[src/rtl/dec_ins_pkg.sv]
// dec_ins_pkg: shared definitions for the decode stage.
//   - WORD_SIZE_DEF  : default datapath width
//   - OP_* / FN_*    : MIPS opcode and R-type funct encodings
//   - dec_state_t    : decode FSM state encoding
//   - helper functions classifying an instruction (legality, write-back,
//     destination register)
package dec_ins_pkg;

  localparam int WORD_SIZE_DEF = 32;

  localparam logic [5:0] OP_RTYPE = 6'h00;
  localparam logic [5:0] OP_J     = 6'h02;
  localparam logic [5:0] OP_JAL   = 6'h03;
  localparam logic [5:0] OP_BEQ   = 6'h04;
  localparam logic [5:0] OP_BNE   = 6'h05;
  localparam logic [5:0] OP_ADDI  = 6'h08;
  localparam logic [5:0] OP_ADDIU = 6'h09;
  localparam logic [5:0] OP_SLTI  = 6'h0A;
  localparam logic [5:0] OP_SLTIU = 6'h0B;
  localparam logic [5:0] OP_ANDI  = 6'h0C;
  localparam logic [5:0] OP_ORI   = 6'h0D;
  localparam logic [5:0] OP_XORI  = 6'h0E;
  localparam logic [5:0] OP_LUI   = 6'h0F;
  localparam logic [5:0] OP_LW    = 6'h23;
  localparam logic [5:0] OP_SW    = 6'h2B;

  localparam logic [5:0] FN_SLL  = 6'h00;
  localparam logic [5:0] FN_SRL  = 6'h02;
  localparam logic [5:0] FN_SRA  = 6'h03;
  localparam logic [5:0] FN_SLLV = 6'h04;
  localparam logic [5:0] FN_SRLV = 6'h06;
  localparam logic [5:0] FN_SRAV = 6'h07;
  localparam logic [5:0] FN_JR   = 6'h08;
  localparam logic [5:0] FN_ADD  = 6'h20;
  localparam logic [5:0] FN_ADDU = 6'h21;
  localparam logic [5:0] FN_SUB  = 6'h22;
  localparam logic [5:0] FN_SUBU = 6'h23;
  localparam logic [5:0] FN_AND  = 6'h24;
  localparam logic [5:0] FN_OR   = 6'h25;
  localparam logic [5:0] FN_XOR  = 6'h26;
  localparam logic [5:0] FN_NOR  = 6'h27;
  localparam logic [5:0] FN_SLT  = 6'h2A;
  localparam logic [5:0] FN_SLTU = 6'h2B;

  typedef enum logic [2:0] {
    IDLE    = 3'd0,
    RD_RS   = 3'd1,
    RD_RT   = 3'd2,
    WAIT_RT = 3'd3,
    VALID   = 3'd4
  } dec_state_t;

  function automatic logic funct_known(input logic [5:0] funct);
    case (funct)
      FN_SLL, FN_SRL, FN_SRA, FN_SLLV, FN_SRLV, FN_SRAV, FN_JR,
      FN_ADD, FN_ADDU, FN_SUB, FN_SUBU, FN_AND, FN_OR, FN_XOR, FN_NOR,
      FN_SLT, FN_SLTU: return 1'b1;
      default:         return 1'b0;
    endcase
  endfunction

  function automatic logic is_legal(input logic [5:0] op, input logic [5:0] funct);
    case (op)
      OP_RTYPE: return funct_known(funct);
      OP_J, OP_JAL, OP_BEQ, OP_BNE, OP_ADDI, OP_ADDIU, OP_SLTI, OP_SLTIU,
      OP_ANDI, OP_ORI, OP_XORI, OP_LUI, OP_LW, OP_SW: return 1'b1;
      default: return 1'b0;
    endcase
  endfunction

  function automatic logic writes_reg(input logic [5:0] op, input logic [5:0] funct);
    case (op)
      OP_RTYPE: return funct_known(funct) && (funct != FN_JR);
      OP_ADDI, OP_ADDIU, OP_ANDI, OP_ORI, OP_XORI, OP_SLTI, OP_SLTIU,
      OP_LUI, OP_LW, OP_JAL: return 1'b1;
      default: return 1'b0;
    endcase
  endfunction

  // rd for R-type, rt for I-type, link register for JAL, 0 for J and unknowns
  function automatic logic [4:0] dest_reg(input logic [5:0] op, input logic [4:0] rt,
                                          input logic [4:0] rd);
    case (op)
      OP_RTYPE: return rd;
      OP_JAL:   return 5'd31;
      OP_BEQ, OP_BNE, OP_ADDI, OP_ADDIU, OP_SLTI, OP_SLTIU, OP_ANDI, OP_ORI,
      OP_XORI, OP_LUI, OP_LW, OP_SW: return rt;
      default:  return 5'd0;
    endcase
  endfunction

endpackage

[src/rtl/dec_ins_imm_ext.sv]
// imm_ext: combinational immediate extension for the decode stage.
//   op      in  6          opcode
//   imm     in  16         ir[15:0]
//   dec_imm out WORD_SIZE  zero-extended (ANDI/ORI/XORI), LUI-shifted, or
//                          sign-extended (everything else)
module imm_ext
  import dec_ins_pkg::*;
#(
  parameter int WORD_SIZE = WORD_SIZE_DEF
) (
  input  logic [5:0]           op,
  input  logic [15:0]          imm,
  output logic [WORD_SIZE-1:0] dec_imm
);

  always_comb begin
    dec_imm = '0;
    case (op)
      OP_ANDI, OP_ORI, OP_XORI: dec_imm = {{(WORD_SIZE-16){1'b0}}, imm};
      OP_LUI:                   dec_imm = {{(WORD_SIZE-32){1'b0}}, imm, 16'h0000};
      default:                  dec_imm = {{(WORD_SIZE-16){imm[15]}}, imm};
    endcase
  end

endmodule

[src/rtl/dec_ins.sv]
// dec_ins: decode stage of the multi-cycle MIPS core.
// Accepts an instruction over ir_valid/ir_ready, reads rs then rt through the
// shared register-file read port (one-cycle read latency), and presents the
// decoded bundle over dec_valid/dec_ready.
//   clk, rst                 clock, async active-high reset
//   ir_valid/ir_ready/ir_reg fetch handshake and instruction word
//   reg_on/reg_w/reg_addr    register-file port control (read only)
//   reg_data_out             register-file read data
//   dec_valid/dec_ready      execute handshake
//   dec_*                    decoded bundle
// Optional macro DEC_ILLEGAL_TRAP_EN adds output dec_illegal.
//
// state   | meaning
// IDLE    | waiting for an instruction, ir_ready=1
// RD_RS   | rs index on the read port
// RD_RT   | rt index on the read port, rs data captured at exit
// WAIT_RT | port idle, rt data captured at exit
// VALID   | bundle presented, held until dec_ready
module dec_ins
  import dec_ins_pkg::*;
#(
  parameter int WORD_SIZE = WORD_SIZE_DEF
) (
  input  logic                 clk,
  input  logic                 rst,
  input  logic                 ir_valid,
  output logic                 ir_ready,
  input  logic [WORD_SIZE-1:0] ir_reg,
  output logic                 reg_on,
  output logic                 reg_w,
  output logic [WORD_SIZE-1:0] reg_addr,
  input  logic [WORD_SIZE-1:0] reg_data_out,
  output logic                 dec_valid,
  input  logic                 dec_ready,
  output logic [5:0]           dec_op,
  output logic [5:0]           dec_funct,
  output logic [4:0]           dec_shamt,
  output logic [4:0]           dec_dst,
  output logic                 dec_wb,
  output logic [WORD_SIZE-1:0] dec_a,
  output logic [WORD_SIZE-1:0] dec_b,
  output logic [WORD_SIZE-1:0] dec_imm,
`ifdef DEC_ILLEGAL_TRAP_EN
  output logic                 dec_illegal,
`endif
  output logic [25:0]          dec_jtarget
);

  dec_state_t           state;
  logic [31:0]          ir_q;
  logic                 accept;
  logic [WORD_SIZE-1:0] imm_c;
  logic                 wb_c;

  assign reg_w    = 1'b0;
  assign ir_ready = (state == IDLE) || ((state == VALID) && dec_ready);
  assign accept   = ir_ready && ir_valid;

  imm_ext #(.WORD_SIZE(WORD_SIZE)) u_imm_ext (
    .op      (ir_q[31:26]),
    .imm     (ir_q[15:0]),
    .dec_imm (imm_c)
  );

  assign wb_c = writes_reg(ir_q[31:26], ir_q[5:0]);

  always_ff @(posedge clk or posedge rst) begin
    if (rst) begin
      state       <= IDLE;
      ir_q        <= '0;
      reg_on      <= 1'b0;
      reg_addr    <= '0;
      dec_valid   <= 1'b0;
      dec_op      <= '0;
      dec_funct   <= '0;
      dec_shamt   <= '0;
      dec_dst     <= '0;
      dec_wb      <= 1'b0;
      dec_a       <= '0;
      dec_b       <= '0;
      dec_imm     <= '0;
      dec_jtarget <= '0;
`ifdef DEC_ILLEGAL_TRAP_EN
      dec_illegal <= 1'b0;
`endif
    end else begin
      case (state)
        IDLE, VALID: begin
          if (state == VALID && dec_ready) begin
            dec_valid <= 1'b0;
            state     <= IDLE;
          end
          // Accept overrides the IDLE return above when execute drains and
          // fetch offers the next word in the same cycle.
          if (accept) begin
            ir_q     <= ir_reg[31:0];
            reg_on   <= 1'b1;
            reg_addr <= WORD_SIZE'(ir_reg[25:21]);
            state    <= RD_RS;
          end
        end
        RD_RS: begin
          reg_addr <= WORD_SIZE'(ir_q[20:16]);
          state    <= RD_RT;
        end
        RD_RT: begin
          dec_a    <= (ir_q[25:21] == 5'd0) ? '0 : reg_data_out;
          reg_on   <= 1'b0;
          reg_addr <= '0;
          state    <= WAIT_RT;
        end
        WAIT_RT: begin
          dec_b       <= (ir_q[20:16] == 5'd0) ? '0 : reg_data_out;
          dec_op      <= ir_q[31:26];
          dec_funct   <= ir_q[5:0];
          dec_shamt   <= ir_q[10:6];
          dec_dst     <= dest_reg(ir_q[31:26], ir_q[20:16], ir_q[15:11]);
          dec_wb      <= wb_c;
          dec_imm     <= imm_c;
          dec_jtarget <= ir_q[25:0];
`ifdef DEC_ILLEGAL_TRAP_EN
          dec_illegal <= !is_legal(ir_q[31:26], ir_q[5:0]);
`endif
          dec_valid   <= 1'b1;
          state       <= VALID;
        end
        default: state <= IDLE;
      endcase
    end
  end

endmodule

[config.mk]
export PLATFORM = sky130hd
export DESIGN_NAME = dec_ins
export DESIGN_NICKNAME = d
export VERILOG_FILES = /design/src/rtl/dec_ins_pkg.sv /design/src/rtl/dec_ins_imm_ext.sv /design/src/rtl/dec_ins.sv
export SDC_FILE = /design/constraint.sdc
export NUM_CORES = 1
export LEC_CHECK = 0
export ABC_AREA = 1
export CORE_MARGIN = 1.5
export CORE_UTILIZATION = 40
export CTS_CLUSTER_DIAMETER = 150
export DETAILED_ROUTE_END_ITERATION = 10
export PLACE_DENSITY_LB_ADDON = 0.08
export SLEW_MARGIN = 20
export SYNTH_ARGS = -nofsm -noshare
export SYNTH_HDL_FRONTEND = slang
export SYNTH_SLANG_ARGS = --single-unit
export TNS_END_PERCENT = 1
[constraint.sdc]
create_clock -name clk -period 19.3 [get_ports clk]
set_clock_uncertainty 0.2 [all_clocks]
set_input_delay 3.86 -clock clk [delete_from_list [all_inputs] [get_ports clk]]
set_output_delay 3.86 -clock clk [all_outputs]
set_load 0.02 [all_outputs]
==> results of run 1 <==
cells by family (layout without fill, tap and decap cells):
family,Yosys count,count (layout)
AOI/OAI and AO/OA,71,71
DFF,176,176
buffers and inverters,129,306
other,1,28
and+or+nand+nor,454,454
power groups by stage:
stage	sequential, mW	clock [mW]	combinational [mW]
finish	0.656	0.360	0.901
global route	0.681	0.383	0.987
CTS	0.659	0.368	0.912
detailed placement	0.660	0	0.910
global placement	0.660	0	0.899
floorplan	0.811	0	0.361
layout make-up:
class                   count  area (um2)  area share
inverters                  46         179      0.0177
clock buffers              20         467      0.0461
multi-input cells         553        2370       0.234
repair buffers            229        2270       0.224
clock inverters            11         154      0.0152
flip-flops and latches    176        4400       0.435
well taps                 229         287      0.0283
registers in the layout, indices dropped and copies added, names as in the netlist, 6 cells and up:
name / flops
dec_imm: 32
dec_jtarget: 17
dec_b: 32
ir_q: 32
dec_a: 32
dec_op: 6
tightest hold or removal path, delay by kind of cell (launching register included):
| family | cells | cell delay [ns] |
|---|---|---|
| flip-flops | 1 | 0.34 |
| AND/OR/NAND/NOR | 2 | 0.10 |
per-stage QoR:
| step | std cells | instance area (um2) |
|---|---|---|
| global route | 1264 | 10100 |
| CTS | 1264 | 10100 |
| global placement | 1233 | 9510 |
| detailed placement | 1233 | 9510 |
| floorplan | 858 | 7460 |
| finish | 1264 | 10100 |
synth_stat cells:
cell type | count | area (um2)
nor3_1 | 4 | 20.0
nor2_2 | 3 | 18.8
o21ai_0 | 33 | 165
o21ai_1 | 8 | 40.0
dfrtp_1 | 176 | 4400
a21oi_2 | 1 | 8.76
nor3_4 | 1 | 16.3
nand3_1 | 111 | 556
a31oi_1 | 1 | 6.26
buf_6 | 3 | 33.8
nand3_2 | 2 | 20.0
a21oi_1 | 20 | 100
o21bai_1 | 1 | 7.51
inv_1 | 44 | 165
nand4_1 | 1 | 6.26
o31ai_1 | 1 | 7.51
conb_1 | 1 | 3.75
buf_2 | 18 | 90.1
o211ai_1 | 1 | 7.51
nand2_2 | 1 | 6.26
inv_2 | 2 | 7.51
o22ai_1 | 5 | 31.3
nand2_1 | 294 | 1100
clkbuf_1 | 19 | 71.3
buf_4 | 43 | 323
nor2_1 | 37 | 139
how the worst max path moves through the flow:
stage	endpoint	slack, ns	cells past startpoint
finish	ir_ready	9.66	4
global route	ir_ready	9.52	4
CTS	ir_ready	9.63	4
detailed placement	ir_ready	9.63	4
global placement	ir_ready	9.67	4
floorplan	dec_a[0]	10.47	1
per-layer routing:
metal	vias to the layer above	track usage	share of wire
met1	2899	0.287	0.46
li1	2954	-	-
met5	-	0	0
met2	200	0.326	0.46
met4	0	0.0576	0.017
met3	23	0.0549	0.060
==> impl_results.md, run 1 <==
* Total internal power at between 1 and 1.5 mW
* Sequential Power Share at 0.342
* Final net count at approximately 1100
* Type of the worst setup path: input pin to primary output
* Clock Pin Slew Worst Setup and Hold Paths at about 0.060 ns
* Status: finished clean
* Commonest cells after routing, fill and taps aside: 293 x nand2_1, 220 x clkdlybuf4s50_1, 176 x dfrtp_1
* Boundary Pins at between 200 and 250
* VDD IR-drop max at roughly 0.000082 V
* Crit path max fanout at 11
* First-pass GRT wire length at 31800 um
* Die Wd at approximately 140 um
* DR DRC count at 0
* Max-Cap Viols at 0
* Postcts setup bufs at 0
* Most common cell after layout, fill and taps aside: nand2_1
* Synth unique cells at 26
* Startpoint types: input pin
* Initial antenna violation count at 0
* Share of cells above drive strength 1 at 0.0502
* DP Wirelength at about 13000 um
* TritonCTS clock tree: done
* Max incr delay on CP at approximately 0.72 ns
* Final wirelength at slightly below 20000 um
* # rows at 49
* GPL Wtd Cong at a little under 0.8
* Synth Instances at 831
* Buffers added on ports at 220
* Power per Cell Area at between 150 and 200 nW/um2
* Initial Util at 0.408
* Worst Setup Slack, final at about 9.7 ns
* Min-Delay Endpoint: dec_jtarget[15]
* GRT Resource Usage Total at 0.208
* Hold_sp: dec_jtarget[15]
* R2r setup slk at roughly 17 ns
* Wire per inst at 15.5 um
* Core ar. at between 15000 and 20000 um2
* Critical Path RT at about 15 ns
* Sw frac at 0.405
* Setup TNS at 0 ns
* Syn Area/Cell at 8.85 um2
* Inserted Clock Buffers at 17
* Synthesized area at ~7400 um2
* Psw at 777 uW
* Complex-gate fraction of the synthesized area at 0.0508
* Sink Count at 176
* #FFs+latches synth at roughly 180
* Die height at about 140 um
* Die footprint at ~19000 um2
* Seq/Total Area, Yosys at 0.599
* Critical Path End Type: primary output
* Clk_lat worst skew at between 0.4 and 0.5 ns
* Initial drt markers at 306
* Largest family of logic cells by synthesized area: simple AND/OR/NAND/NOR gates
* Slew HR at 0.390
* CTS Root Cell: clkbuf_16
* RSZ-0062 raised after global routing: false
* Grt total ovfl at 0
* Post-cts sizing count at 0
* Max frequency at approximately 0.10 GHz
* H-tree Lvls at 4
* Hold slack at around 0.27 ns
* Worst path arrival time at roughly 5.6 ns
* Hold_buf cts at 0
* Final hold vios at 0
* Total number of vias at between 6000 and 7000
* Detailed-router iteration count before antenna repair at 5
* R2R depth at 4
* Antenna Cells at 0
* Top delay family on crit path: buffers and inverters
* Period utilization at 0.499
* Least-Margin Pin Slew at 0.915 ns
* Clock power frac at 0.188
* Finished Core Util at 0.562
* RR Endpoint: dec_imm[31]
* Post-route minimum period at 9.64 ns
* ANT nets after route at 0
* DP Worst Slack at approximately 9.6 ns
* Area share of fa/ha/maj cells after synthesis at 0
* Hold Path Class: register to register
* CP Cell Sequence: clkdlybuf4s50_1 -> inv_1 -> a21oi_2 -> clkdlybuf4s50_1
* Static Leakage at between 4 and 5 nW
* Power Total at 1.92 mW
* Synth Area in XOR/XNOR at 0
* Most frequent CP cell: clkdlybuf4s50_1
* Vias in the first global route at 6004
* Largest net degree at the start of global routing at 94
* Vias/cell at roughly 4.8
* Mux share of post-synthesis cell area at 0
* Comb power frac at 0.470
* Layout area overhead at 37.6%
* Worst flop-to-flop path startpoint: state[2]
* Max Slew Vio Count at 0
* Crit path launch: dec_ready
* Synth Warn # at 0
* Fillers at approximately 1700
* CTS max path bufs at 2
* Slowest cell on the critical path: clkdlybuf4s50_1
* Synth Area in Simple Gates at 0.256
* Final setup vio count at 0
* CP Buf/Inv Count at 3
* Hold depth at 2
(Power assumes the default switching activity.)
==> inputs of run 2 (changes only) <==
clock period = 8.1 ns   (was 19.3 ns; I/O delays follow)
==> run 2 against run 1 <==
Against the previous run: global-route usage is essentially flat; largest power group unchanged; critical path type unchanged; combinational power rose by 140%; highest routed layer unchanged; largest cell class unchanged; design area decreased by 0.20%; clock-buffer cell count rose by 3; utilization shrank 0.11 points; sequential share of layout area rose by 0.086 points; flip-flop and latch count is the same; power rose by 140%; critical path depth unchanged; wire length is 0.80% higher; clock power increased by 130%; die area is the same.
==> impl_results.md, run 2 (synthesis gave the netlist of run 1 again) <==
* Status: finished clean
* GPL Wtd Cong at 0.762 (-1.5%)
* Startpoint types: input pin
* Die height at 139 um (unchanged)
* Vias in the first global route at 5805 (-3.3%)
* Postcts setup bufs at 0 (unchanged)
* Most common cell after layout, fill and taps aside: nand2_1
* Area of the multi-input gates at 2370 um2 (unchanged)
* ANT nets after route at 0 (unchanged)
* Final wirelength at 19700 um (+0.80%)
* Sink Count at 176 (unchanged)
* Period utilization at 0.639
* Final setup vio count at 0 (unchanged)
* Layout area overhead at 37.4%
* Hold Path Class: register to register
* Static Leakage at 4.98 nW (-0.24%)
* Antenna Cells at 0 (unchanged)
* GRT Resource Usage Total at 0.208 (about the same)
* Post-cts sizing count at 0 (unchanged)
* DP Worst Slack at 2.93 ns (-6.70 ns)
* Post-DP Area at 9510 um2 (unchanged)
* Setup TNS at 0 ns (unchanged)
* Buffers added on ports at 220 (unchanged)
* Largest net degree at the start of global routing at 86 (-8.5%)
* Initial drt markers at 358 (+17%)
* First-pass GRT wire length at 31600 um (-0.74%)
* Core ar. at 18000 um2 (unchanged)
* Power Total at 4.55 mW (+140%)
* Worst Setup Slack, final at 2.92 ns (-6.74 ns)
* Crit path max fanout at 11 (unchanged)
* Least-Margin Pin Slew at 0.870 ns (-0.0443 ns)
* Final net count at 1091 (unchanged)
* Max-Cap Viols at 0 (unchanged)
* DP Wirelength at 12900 um (+0.29%)
* CTS max path bufs at 2 (unchanged)
* CTS Root Cell: clkbuf_16
* Max frequency at about 0.19 GHz
* Initial antenna violation count at 0 (unchanged)
* Commonest cells after routing, fill and taps aside: 293 x nand2_1, 220 x clkdlybuf4s50_1, 176 x dfrtp_1
* # rows at 49 (unchanged)
* Design Area, Final at 10100 um2 (-0.20%)
* Hold_buf cts at 0 (unchanged)
* Share of cells above drive strength 1 at 0.0473 (-0.00294)
* Critical Path RT at 6.28 ns (-8.96 ns)
* Vias/cell at 4.77 (-0.84%)
* Detailed-router iteration count before antenna repair at 5 (unchanged)
* Critical Path End Type: primary output
* Clk_lat worst skew at 0.42 ns (about the same)
* Inserted Clock Buffers at 17 (unchanged)
* Fillers at 1648 (-3.2%)
* RSZ-0062 raised after global routing: false
* Wire per inst at 15.6 um (+0.72%)
* Grt total ovfl at 0 (unchanged)
* Initial Util at 0.408 (unchanged)
* VDD IR-drop max at 0.000215 V (+160%)
* Total number of vias at 6030 (-0.76%)
* Boundary Pins at 249 (unchanged)
* Worst path arrival time at 3.36 ns (-2.22 ns)
* Power per Cell Area at 451 nW/um2 (+140%)
* Clock Pin Slew Worst Setup and Hold Paths at 0.06 ns (about the same)
* Final hold vios at 0 (unchanged)
* Max Slew Vio Count at 0 (unchanged)
* Type of the worst setup path: input pin to primary output
* Post-route minimum period at 5.18 ns
* Slew HR at 0.420 (+0.0295)
* Register area at 4400 um2 (unchanged)
* TritonCTS clock tree: done
* Die Wd at 139 um (unchanged)
* DR DRC count at 0 (unchanged)
* H-tree Lvls at 4 (unchanged)
* Die footprint at 19200 um2 (unchanged)
-- run 2: final timing paths --
check | startpoint | endpoint | slack, ns | cells after the start
worst min register to register | dec_jtarget[13] | dec_jtarget[13] | 0.27 | 2
max in group asynchronous | rst | dec_a[13] | 5.01 | 3
min in group asynchronous | rst | dec_b[6] | 1.53 | 2
worst max register to register | state[2] | dec_imm[25] | 5.33 | 4
worst max-delay path | dec_ready | ir_ready | 2.92 | 4
worst min-delay path | dec_jtarget[13] | dec_jtarget[13] | 0.27 | 2
-- run 2: critical path: stages --
cell,delay [ns]
clkdlybuf4s50_1,0.48
inv_1,0.06
a21oi_2,0.47
clkdlybuf4s50_1,0.72
-- run 2: metal layers --
layer  vias up  part of all wire  track usage  routed length [um]
met5         -                 0            0                   0
met4         0             0.018       0.0674                 364
met3        22             0.057       0.0501                1130
met2       188              0.45        0.312                8960
met1      2862              0.47        0.298                9250
li1       2958                 -            -                   -
-- run 2: metrics by stage --
| step | utilization | hold slack (ns) | instances |
|---|---|---|---|
| 6_report | 0.561 | 0.274 | 1265 |
| 5_1_grt | 0.561 | 0.293 | 1265 |
| 4_1_cts | 0.561 | 0.279 | 1265 |
| 3_5_place_dp | 0.527 | 0.263 | 1233 |
| 3_3_place_gp | 0.527 | 0.254 | 1233 |
| 2_1_floorplan | - | 0.253 | 858 |
-- run 2: area by class of cell --
| cell class | instances | share of cell area |
|---|---|---|
| clock inverter | 9 | 0.0131 |
| tap | 229 | 0.0283 |
| clock buffer | 23 | 0.0463 |
| sequential | 176 | 0.436 |
| timing repair buffer | 229 | 0.225 |
| inverter | 46 | 0.0177 |
| multi-input combinational | 553 | 0.234 |
-- run 2: where the power goes --
group	internal [mW]	switching [mW]
combinational	0.905	1.24
clock	0.502	0.339
sequential	1.30	0.265
==> inputs of run 3 (changes only) <==
clock period = 4.35 ns   (was 8.1 ns; I/O delays follow)
==> run 3 against run 2 <==
Against the previous run: non-clock buffer count grew 2; die area is the same; utilization grew 0.22 points; largest power group unchanged; combinational power grew 87%; first-iteration DRC count grew 5.3%; worst hold slack lost 0.0025 ns.
==> impl_results.md, run 3 (synthesis gave the netlist of run 1 again) <==
* Grt total ovfl at 0 (unchanged)
* GPL Wtd Cong at 0.791 (+3.8%)
* Total number of vias at 6115 (+1.4%)
* Most common cell after layout, fill and taps aside: nand2_1
* Critical Path End Type: primary output
* Startpoint types: input pin
* H-tree Lvls at 4 (unchanged)
* Slew HR at 0.423 (+0.00295)
* Hold_buf cts at 0 (unchanged)
* Type of the worst setup path: input pin to primary output
* Post-cts sizing count at 0 (unchanged)
* RSZ-0062 raised after global routing: false
* Final net count at 1093 (+0.18%)
* Antenna Cells at 0 (unchanged)
* Setup TNS at 0 ns (unchanged)
* ANT nets after route at 0 (unchanged)
* Buffers added on ports at 220 (unchanged)
* Wire per inst at 15.7 um (+0.54%)
* First-pass GRT wire length at 32300 um (+2.1%)
* DR DRC count at 0 (unchanged)
* Commonest cells after routing, fill and taps aside: 293 x nand2_1, 220 x clkdlybuf4s50_1, 176 x dfrtp_1
* Finished Core Util at 0.563 (+0.00222)
* CTS max path bufs at 2 (unchanged)
* Vias in the first global route at 6032 (+3.9%)
* Max-Cap Viols at 0 (unchanged)
* TritonCTS clock tree: done
* Critical Path RT at 3.28 ns (-3.00 ns)
* Postcts setup bufs at 0 (unchanged)
* Crit path max fanout at 11 (unchanged)
* DP Wirelength at 13100 um (+1.6%)
* Clk_lat worst skew at 0.43 ns (about the same)
* Initial antenna violation count at 0 (unchanged)
* Sink Count at 176 (unchanged)
* CTS Root Cell: clkbuf_16
* Die Wd at 139 um (unchanged)
* Final wirelength at 19800 um (+0.70%)
* Least-Margin Pin Slew at 0.865 ns (-0.00542 ns)
* Vias/cell at 4.83 (+1.2%)
* Max Slew Vio Count at 0 (unchanged)
* Status: finished clean
* Final setup vio count at 0 (unchanged)
* Die height at 139 um (unchanged)
* Static Leakage at 5.00 nW (+0.30%)
* # rows at 49 (unchanged)
* Die footprint at 19200 um2 (unchanged)
* Initial drt markers at 377 (+5.3%)
* Core ar. at 18000 um2 (unchanged)
* Hold Path Class: register to register
* Detailed-router iteration count before antenna repair at 5 (unchanged)
* Layout area overhead at 37.9%
* VDD IR-drop max at 0.000391 V (+82%)
* Post-route minimum period at approximately 3.6 ns
* GRT Resource Usage Total at 0.210 (+0.00208)
* Clock Pin Slew Worst Setup and Hold Paths at 0.06 ns (about the same)
* Worst path arrival time at 2.56 ns (-0.80 ns)
* Share of cells above drive strength 1 at 0.0520 (+0.00473)
* Final hold vios at 0 (unchanged)
* Period utilization at 0.835
* Power per Cell Area at 839 nW/um2 (+86%)
* Inserted Clock Buffers at 17 (unchanged)
* Max frequency at 0.275 GHz
* Boundary Pins at 249 (unchanged)
* Initial Util at 0.408 (unchanged)
* Largest net degree at the start of global routing at 94 (+9.3%)
run 3: cell count changes in the layout (fill, tap and decap cells not counted):
cell / before / now
inv_6: 1 / 2
buf_4: 9 / 10
clkinvlp_4: 2 / 4
clkbuf_1: 4 / 1
buf_12: 0 / 1
run 3: cell type report:
| cell class | count | area [um2] |
|---|---|---|
| Clock inverter | 12 | 158 |
| Sequential cell | 176 | 4400 |
| Clock buffer | 20 | 457 |
| Timing Repair Buffer | 231 | 2300 |
| Tap cell | 229 | 287 |
| Inverter | 46 | 178 |
| Fill cell | 1699 | 7880 |
| Multi-Input combinational cell | 553 | 2370 |
run 3: report_power, final:
part	leakage (nW)	internal (mW)	total, mW	switching (mW)
Clock	0.293	0.939	1.60	0.659
Combinational	2.54	1.69	4.01	2.32
Sequential	2.16	2.42	2.91	0.489
Total	5.00	5.05	8.52	3.47
run 3: through the flow:
step	instances	setup slack, ns	total power, mW	area (um2)	hold slack [ns]
after global routing	1267	0.581	9.11	10100	0.298
after detailed placement	1235	0.714	6.99	9530	0.260
after CTS	1267	0.719	8.62	10100	0.279
final	1267	0.717	8.52	10100	0.272
after floorplan	858	1.03	5.20	7460	0.253
after global placement	1235	0.704	6.93	9530	0.255
run 3: final timing paths:
kind | start | endpoint | slack, ns | cells after the start
max | dec_ready | ir_ready | 0.72 | 4
min reg2reg | dec_jtarget[14] | dec_jtarget[14] | 0.27 | 2
max in group asynchronous | rst | dec_imm[21] | 2.51 | 3
min in group asynchronous | rst | dec_a[2] | 0.57 | 2
max reg2reg | state[2] | dec_imm[31] | 1.70 | 4
min | dec_jtarget[14] | dec_jtarget[14] | 0.27 | 2
run 3: per-layer routing:
metal  share of wire  track usage
met1            0.47        0.287
met2            0.46        0.331
met3           0.061       0.0587
met4           0.011       0.0554
met5               0            0
run 3: worst max-delay path, stage by stage:
cell and delay [ns]:
clkdlybuf4s50_1 0.48, inv_1 0.06, a21oi_2 0.44, clkdlybuf4s50_1 0.71
